==> src/rtl/bin_mult_sched_if.sv <==
// Handshake bundle between the Wishbone-side producer/consumer, the job
// sequencer and the XNOR-popcount datapath.
interface bin_mult_sched_if;
  logic        clear;
  logic        in_valid;
  logic        in_ready;
  logic [31:0] in_high;
  logic [31:0] in_low;
  logic [6:0]  thresh;
  logic        dp_start;
  logic [31:0] dp_high;
  logic [31:0] dp_low;
  logic [6:0]  dp_result;
  logic        out_valid;
  logic        out_ready;
  logic [6:0]  out_count;
  logic        out_bit;
  logic        busy;
  logic [15:0] jobs_done;

  modport slave (
    input  clear, in_valid, in_high, in_low, thresh, dp_result, out_ready,
    output in_ready, dp_start, dp_high, dp_low, out_valid, out_count, out_bit,
           busy, jobs_done
  );

  modport master (
    output clear, in_valid, in_high, in_low, thresh, dp_result, out_ready,
    input  in_ready, dp_start, dp_high, dp_low, out_valid, out_count, out_bit,
           busy, jobs_done
  );
endinterface

==> src/rtl/bin_mult_sched.sv <==
// Job sequencer for the XNOR-popcount datapath: operand FIFO, one-job-at-a-time
// launch/wait FSM and a one-entry result buffer with thresholded activation.
module bin_mult_sched #(
  parameter int DEPTH = 4,
  parameter int LAT   = 2
) (
  input logic           clk,
  input logic           reset,
  bin_mult_sched_if.slave bus
);
  localparam int AW = $clog2(DEPTH);
  localparam int CW = (LAT > 1) ? $clog2(LAT) : 1;
  localparam logic [AW:0]   CNT_FULL = (AW + 1)'(DEPTH);
  localparam logic [CW-1:0] WAIT_LOAD = CW'(LAT - 1);

  typedef enum logic [1:0] {IDLE, LAUNCH, WAIT, HOLD} state_t;

  state_t state_reg, state_next;

  logic [63:0]   mem [DEPTH];
  logic [AW-1:0] wr_ptr_reg, rd_ptr_reg;
  logic [AW:0]   count_reg;
  logic [CW-1:0] wait_cnt_reg;
  logic [31:0]   dp_high_reg, dp_low_reg;
  logic [6:0]    thresh_q;
  logic [6:0]    out_count_reg;
  logic          out_bit_reg;
  logic          out_valid_reg;
  logic [15:0]   jobs_done_reg;

  logic full, empty, push, pop, capture, launch, slot_free;

  assign full      = (count_reg == CNT_FULL);
  assign empty     = (count_reg == '0);
  assign push      = bus.in_valid && !full && !bus.clear;
  assign slot_free = !out_valid_reg || bus.out_ready;

  always_comb begin
    state_next = state_reg;
    pop        = 1'b0;
    capture    = 1'b0;
    launch     = 1'b0;
    case (state_reg)
      IDLE: begin
        if (!empty) begin
          pop        = 1'b1;
          state_next = LAUNCH;
        end
      end
      LAUNCH: begin
        launch     = 1'b1;
        state_next = WAIT;
      end
      WAIT: begin
        if (wait_cnt_reg == '0) begin
          if (slot_free) begin
            capture    = 1'b1;
            state_next = IDLE;
          end else begin
            state_next = HOLD;
          end
        end
      end
      HOLD: begin
        if (slot_free) begin
          capture    = 1'b1;
          state_next = IDLE;
        end
      end
      default: state_next = IDLE;
    endcase
    // A flush abandons the in-flight job before it can launch or capture.
    if (bus.clear) begin
      state_next = IDLE;
      pop        = 1'b0;
      capture    = 1'b0;
      launch     = 1'b0;
    end
  end

  always_ff @(posedge clk) begin
    if (reset) begin
      state_reg    <= IDLE;
      wait_cnt_reg <= '0;
    end else begin
      state_reg <= state_next;
      if (launch) begin
        wait_cnt_reg <= WAIT_LOAD;
      end else if (state_reg == WAIT && wait_cnt_reg != '0) begin
        wait_cnt_reg <= wait_cnt_reg - 1'b1;
      end
    end
  end

  always_ff @(posedge clk) begin
    if (reset || bus.clear) begin
      wr_ptr_reg <= '0;
      rd_ptr_reg <= '0;
      count_reg  <= '0;
    end else begin
      if (push) wr_ptr_reg <= wr_ptr_reg + 1'b1;
      if (pop)  rd_ptr_reg <= rd_ptr_reg + 1'b1;
      case ({push, pop})
        2'b10:   count_reg <= count_reg + 1'b1;
        2'b01:   count_reg <= count_reg - 1'b1;
        default: count_reg <= count_reg;
      endcase
    end
  end

  always_ff @(posedge clk) begin
    if (push) mem[wr_ptr_reg] <= {bus.in_high, bus.in_low};
  end

  // Operands stay on dp_high/dp_low until the next pop, so the datapath sees stable inputs.
  always_ff @(posedge clk) begin
    if (reset) begin
      dp_high_reg <= '0;
      dp_low_reg  <= '0;
      thresh_q    <= '0;
    end else if (pop) begin
      {dp_high_reg, dp_low_reg} <= mem[rd_ptr_reg];
      thresh_q                  <= bus.thresh;
    end
  end

  always_ff @(posedge clk) begin
    if (reset) begin
      out_valid_reg <= 1'b0;
      out_count_reg <= '0;
      out_bit_reg   <= 1'b0;
      jobs_done_reg <= '0;
    end else if (bus.clear) begin
      out_valid_reg <= 1'b0;
    end else if (capture) begin
      out_valid_reg <= 1'b1;
      out_count_reg <= bus.dp_result;
      out_bit_reg   <= (bus.dp_result >= thresh_q);
      jobs_done_reg <= jobs_done_reg + 16'd1;
    end else if (out_valid_reg && bus.out_ready) begin
      out_valid_reg <= 1'b0;
    end
  end

  assign bus.in_ready  = !full;
  assign bus.dp_start  = launch;
  assign bus.dp_high   = dp_high_reg;
  assign bus.dp_low    = dp_low_reg;
  assign bus.out_valid = out_valid_reg;
  assign bus.out_count = out_count_reg;
  assign bus.out_bit   = out_bit_reg;
  assign bus.busy      = (state_reg != IDLE) || !empty;
  assign bus.jobs_done = jobs_done_reg;
endmodule

==> src/flat_wrapper.sv <==
// flat-port wrapper written by rule: the top's interface ports become plain ports
module bin_mult_sched_flat 
#(
  parameter int DEPTH = 4,
  parameter int LAT   = 2
)
  (clk, reset, bus_clear, bus_in_valid, bus_in_high, bus_in_low, bus_thresh, bus_dp_result, bus_out_ready, bus_in_ready, bus_dp_start, bus_dp_high, bus_dp_low, bus_out_valid, bus_out_count, bus_out_bit, bus_busy, bus_jobs_done);
  bin_mult_sched_if bus_i ();
  input logic clk;
  input logic reset;
  input wire logic [$bits(bus_i.clear)-1:0] bus_clear;
  input wire logic [$bits(bus_i.in_valid)-1:0] bus_in_valid;
  input wire logic [$bits(bus_i.in_high)-1:0] bus_in_high;
  input wire logic [$bits(bus_i.in_low)-1:0] bus_in_low;
  input wire logic [$bits(bus_i.thresh)-1:0] bus_thresh;
  input wire logic [$bits(bus_i.dp_result)-1:0] bus_dp_result;
  input wire logic [$bits(bus_i.out_ready)-1:0] bus_out_ready;
  output wire logic [$bits(bus_i.in_ready)-1:0] bus_in_ready;
  output wire logic [$bits(bus_i.dp_start)-1:0] bus_dp_start;
  output wire logic [$bits(bus_i.dp_high)-1:0] bus_dp_high;
  output wire logic [$bits(bus_i.dp_low)-1:0] bus_dp_low;
  output wire logic [$bits(bus_i.out_valid)-1:0] bus_out_valid;
  output wire logic [$bits(bus_i.out_count)-1:0] bus_out_count;
  output wire logic [$bits(bus_i.out_bit)-1:0] bus_out_bit;
  output wire logic [$bits(bus_i.busy)-1:0] bus_busy;
  output wire logic [$bits(bus_i.jobs_done)-1:0] bus_jobs_done;
  assign bus_i.clear = bus_clear;
  assign bus_i.in_valid = bus_in_valid;
  assign bus_i.in_high = bus_in_high;
  assign bus_i.in_low = bus_in_low;
  assign bus_i.thresh = bus_thresh;
  assign bus_i.dp_result = bus_dp_result;
  assign bus_i.out_ready = bus_out_ready;
  assign bus_in_ready = bus_i.in_ready;
  assign bus_dp_start = bus_i.dp_start;
  assign bus_dp_high = bus_i.dp_high;
  assign bus_dp_low = bus_i.dp_low;
  assign bus_out_valid = bus_i.out_valid;
  assign bus_out_count = bus_i.out_count;
  assign bus_out_bit = bus_i.out_bit;
  assign bus_busy = bus_i.busy;
  assign bus_jobs_done = bus_i.jobs_done;
  bin_mult_sched #(.DEPTH(DEPTH), .LAT(LAT)) u_core (.clk(clk), .reset(reset), .bus(bus_i));
endmodule
==> config.mk <==
export PLATFORM = sky130hd
export DESIGN_NAME = bin_mult_sched_flat
export DESIGN_NICKNAME = d
export VERILOG_FILES = /design/src/rtl/bin_mult_sched_if.sv /design/src/rtl/bin_mult_sched.sv /design/src/flat_wrapper.sv
export SDC_FILE = /design/constraint.sdc
export NUM_CORES = 1
export LEC_CHECK = 0
export ABC_AREA = 1
export CAP_MARGIN = 40
export CORE_AREA = 2 2 181 183
export CTS_CLUSTER_DIAMETER = 40
export DETAILED_ROUTE_END_ITERATION = 6
export DIE_AREA = 0 0 183 185
export PLACE_DENSITY = 0.76
export SLEW_MARGIN = 40
export SYNTH_ARGS = -nofsm -noshare
export SYNTH_HDL_FRONTEND = slang
export SYNTH_SLANG_ARGS = --single-unit
==> constraint.sdc <==
create_clock -name clk -period 12.2 [get_ports clk]
set_input_delay 1.83 -clock clk [delete_from_list [all_inputs] [get_ports clk]]
set_output_delay 1.83 -clock clk [all_outputs]
set_load 0.05 [all_outputs]
# Word level (Yosys, flattened, before mapping)
# Memory sizes are Yosys's and may differ from the RTL's. A register that Yosys moved wholly into a read port is not among the register bits.
# Cells that the tools add are included.
[totals]
regBits = 42
ram_bits = 256
inputBits = 83
output_inout_bits = 92
elab_cells = 69
mem_count = 1
[memory_table]
columns = ["memory", "words", "word_bits", "rd", "rd_ports_with_merged_regs", "wr", "line", "text"]
rows = [
  ["u_core.mem", 4, 64, 1, 1, 1, "bin_mult_sched.sv:20", "logic [63:0] mem [DEPTH];"],
]
[op_classes]
n_addsub = 6
order_cmp = 1
n_eq_ne = 9
mux = 21
bitwise = 1
reduce_logical = 20
[ops]
columns = ["op", "n"]
rows = [
  ["$add 16x1->16 const B", 1],
  ["$mux 1", 14],
  ["$mux 2", 4],
  ["$pmux 2 s4", 1],
  ["$reduce_bool 2->1", 4],
  ["$ge 7x7->1", 1],
  ["$eq 2x2->1 const B", 3],
  ["$pmux 3 s2", 1],
  ["$add 2x1->2 const B", 2],
  ["$eq 2x1->1 const B", 2],
  ["$logic_and 1x1->1", 4],
  ["$logic_not 1->1", 4],
  ["$ne 2x2->1 const B", 2],
  ["$add 3x1->3 const B", 1],
  ["$eq 3x3->1 const B", 1],
  ["$logic_not 3->1", 1],
  ["$logic_or 1x1->1", 3],
  ["$reduce_and 3->1", 1],
  ["$sub 3x1->3 const B", 1],
  ["$logic_not 2->1", 1],
  ["$ne 2x1->1 const B", 1],
  ["$pmux 1 s2", 1],
  ["$reduce_and 2->1", 1],
  ["$reduce_or 2->1", 1],
  ["2 further kinds", 2],
]

# Depth between registers and ports, before layout
[depth]
word_depth = 7
depth_mapped = 13

# Worst setup path after synthesis
# No wires, ideal clock.
[synth_timing]
path_kind = "input port to flip-flop"
startpoint = "input port bus_clear"
endpoint = "memory u_core.mem[0][0] (enable)"
arrival_ns = 4.833
t_required_ns = 11.713
slack_ns = 6.881
stages = 3
cell_sequence = "inv_1 -> nand3_1 -> nor2_1"
[synth_via]
elab_chain_len = 4
[synth_lines]
columns = ["item", "line", "text"]
rows = [
  ["from (decl)", "flat_wrapper.sv:11", "input wire logic [$bits(bus_i.clear)-1:0] bus_clear;"],
  ["$logic_not 1->1", "bin_mult_sched.sv:35", "assign push = bus.in_valid && !full && !bus.clear;"],
  ["$logic_and 1x1->1", "bin_mult_sched.sv:35", ""],
  ["$mux 1", "bin_mult_sched.sv:112", "if (push) mem[wr_ptr_reg] <= {bus.in_high, bus.in_low};"],
  ["$mux 1 (not written as such)", "bin_mult_sched.sv:112", ""],
  ["to (decl)", "bin_mult_sched.sv:20", ""],
]
# Every way passes these cells.

# Final worst setup path
[layout_timing]
startpoint = "input port bus_clear"
endpoint = "output port bus_dp_start"
[layout_via]
elab_chain_len = 1
[layout_lines]
columns = ["item", "line", "text"]
rows = [
  ["$mux 1", "bin_mult_sched.sv:73", "if (bus.clear) begin"],
  ["to (decl)", "flat_wrapper.sv:19", "output wire logic [$bits(bus_i.dp_start)-1:0] bus_dp_start;"],
]
# Every way passes these cells.

==> run metrics <==
CTS tree=built; Chip Height=185 um; DR WL/cell=16.3 um; final cell count without fillers=1,859; CTS H-Tree Depth=2; Rows=66; Switching Share=0.228; count leader, synth=nor2_1; initial antenna violation count=2; setup TNS=0 ns; clock share of power=0.468; Flop pwr share=0.464; DRT antenna net count=0; global route overflow=0; status=completed; CTS Buf Count=44; Syn Area/Cell=11.1 um^2; Via density=5.16; Syn Inst Count=1,254; largest area contributor in the netlist=edfxtp_1; Final Total Pwr=2930 uW; first-pass GRT wire length=48.3 mm; power share of the combinational group=0.068; leakage=0.00620 uW; worst-margin pin slew=0.777 ns; Placed Cells=1,775; Fmax=189 MHz; clk_skew=0.0215 ns; Clock Sink Count=362; Initial DRC Count=667; Synth Cell Area=0.0139 mm^2; largest net degree at the start of global routing=130; Final Hold Viols=0; Pint=2270 uW; Setup Buffers After CTS=0; maximum vdd drop=0.125 mV; final setup fails=0; DR pass1 iterations=5; synthesized net count=1,351; routed vias=9,601; Critical Path RT=10.37 ns; Chip Width=183 um; input/output buffers=174; Synth top area share=0.553; HPWL after DPL=16.7 mm; Area Overhead vs Synth=26.2%; DRC viols=0; GRT Util Overall=0.179; crit path max fanout=3; Power per Cell Area=167 mW/mm^2; die area=0.0339 mm^2; Slew headroom=0.482; Post-synth top flop=edfxtp_1; max reg flops=256; #FFs+latches synth=362; routability cong.=0.780; Slew Viols, Final=0; minimum clock period=5.28 ns; register area share after synthesis=0.706; RSZ-0062 raised after global routing=no; Post-synth EDFFs=256; PostCTS Resize Cnt=0; layout cell share with drive strength beyond 1=0.0745; WL final=30.3 mm; Post-CTS Hold Buffers=0; Worst Setup Start Kind=input pin; period utilization=0.433; CP Capture Type=primary output; Starting Density=0.434; final net count=1,510; I/O Pins=175; path type of the worst min-delay path=reg -> reg; Worst EP arrival=3.45 ns; clock latency on the worst-skew pair=0.54 ns; Crit Path Class=in -> out; clk root buf=clkbuf_16; core area=0.0320 mm^2; top cells by count, synth=nor2_1 (353), edfxtp_1 (256), o21ai_0 (223); vias in the first global route=9,489; clock buffer depth=3; switching pwr=669 uW; Max Cap Viol=0; Clock Pin Slew Worst Setup and Hold Paths=0.06 ns; asr flop ratio synth=0; count of cell types in the netlist=31; top cells by area, synth=edfxtp_1 (55%), dfxtp_1 (15%), nor2_1 (9.5%); Syn. warnings=0
[cells in the final DEF (no fill, tap or decap), types with 2 or more instances in the layout]
cell	n
buf_6	5
buf_12	2
nand3_1	12
buf_4	2
clkinv_8	2
o21ai_0	223
inv_4	4
edfxtp_1	256
inv_1	44
o21a_1	2
nor3_1	5
clkbuf_16	45
a21oi_1	34
clkinvlp_4	5
inv_6	9
nand3_4	2
nor2_2	2
inv_2	4
clkdlybuf4s50_1	174
nand2_1	58
nor2_4	7
clkinv_1	3
inv_8	2
ha_1	13
dfxtp_1	105
bufinv_16	7
a211oi_1	2
nor2_1	349
nand4_1	6
clkinv_2	4
o21ai_1	50
diode_2	2
[worst paths after layout]
kind | start | end | slack, ns | cells past startpoint
max reg2reg | u_core.count_reg[1] | u_core.count_reg[2] | 9.33 | 12
min reg2reg | u_core.thresh_q[3] | u_core.thresh_q[3] | 0.46 | 2
max | bus_clear | bus_dp_start | 6.92 | 5
min | u_core.thresh_q[3] | u_core.thresh_q[3] | 0.46 | 2
[area by class of cell]
class                           instances  area, um^2
Fill cell                            2654       14500
Sequential cell                       362        9810
Multi-Input combinational cell        771        3560
Timing Repair Buffer                  183        1850
Clock buffer                           47        1140
Tap cell                              408         510
Clock inverter                         35         443
Inverter                               51         204
Antenna cell                            2        5.00
[routing by layer]
metal / vias up / GRT usage / part of all wire
met3: 60 / 0.0344 / 0.063
li1: 4660 / - / -
met5: - / 0 / 0
met1: 4573 / 0.226 / 0.42
met4: 0 / 0.0691 / 0.028
met2: 308 / 0.306 / 0.48
[critical path: stages]
cell             delay (ns)
clkdlybuf4s50_1        0.49
inv_1                  0.17
nand2_1                0.10
inv_1                  0.07
clkdlybuf4s50_1        0.80
[cells by family (layout without fill, tap and decap cells)]
group	Yosys count	after routing	synth area share
compound gates	312	312	0.113
xor+xnor	1	1	0.000630
fa+ha+maj	14	14	0.0131
buf+inv	121	316	0.0403
flops	362	362	0.706
other cells	0	2	0
simple gates	444	444	0.127
[power by group through the flow]
stage | logic [uW] | registers [uW] | clock network, uW
after CTS | 202 | 1360 | 1400
after global routing | 216 | 1360 | 1450
after global placement | 196 | 1390 | 0
after detailed placement | 201 | 1390 | 0
final | 201 | 1360 | 1370
after floorplan | 64.3 | 1440 | 0
[metrics by stage]
stage          setup slack, ns  hold slack, ns   util  area, um^2
3_3_place_gp              6.14           0.448  0.496       15900
4_1_cts                   6.92           0.461  0.547       17500
5_1_grt                   6.80           0.480  0.547       17500
3_5_place_dp              6.94           0.453  0.497       15900
2_1_floorplan             6.88           0.433      -       13900
6_report                  6.92           0.459  0.547       17500
Power figures use the tool's default switching activity.
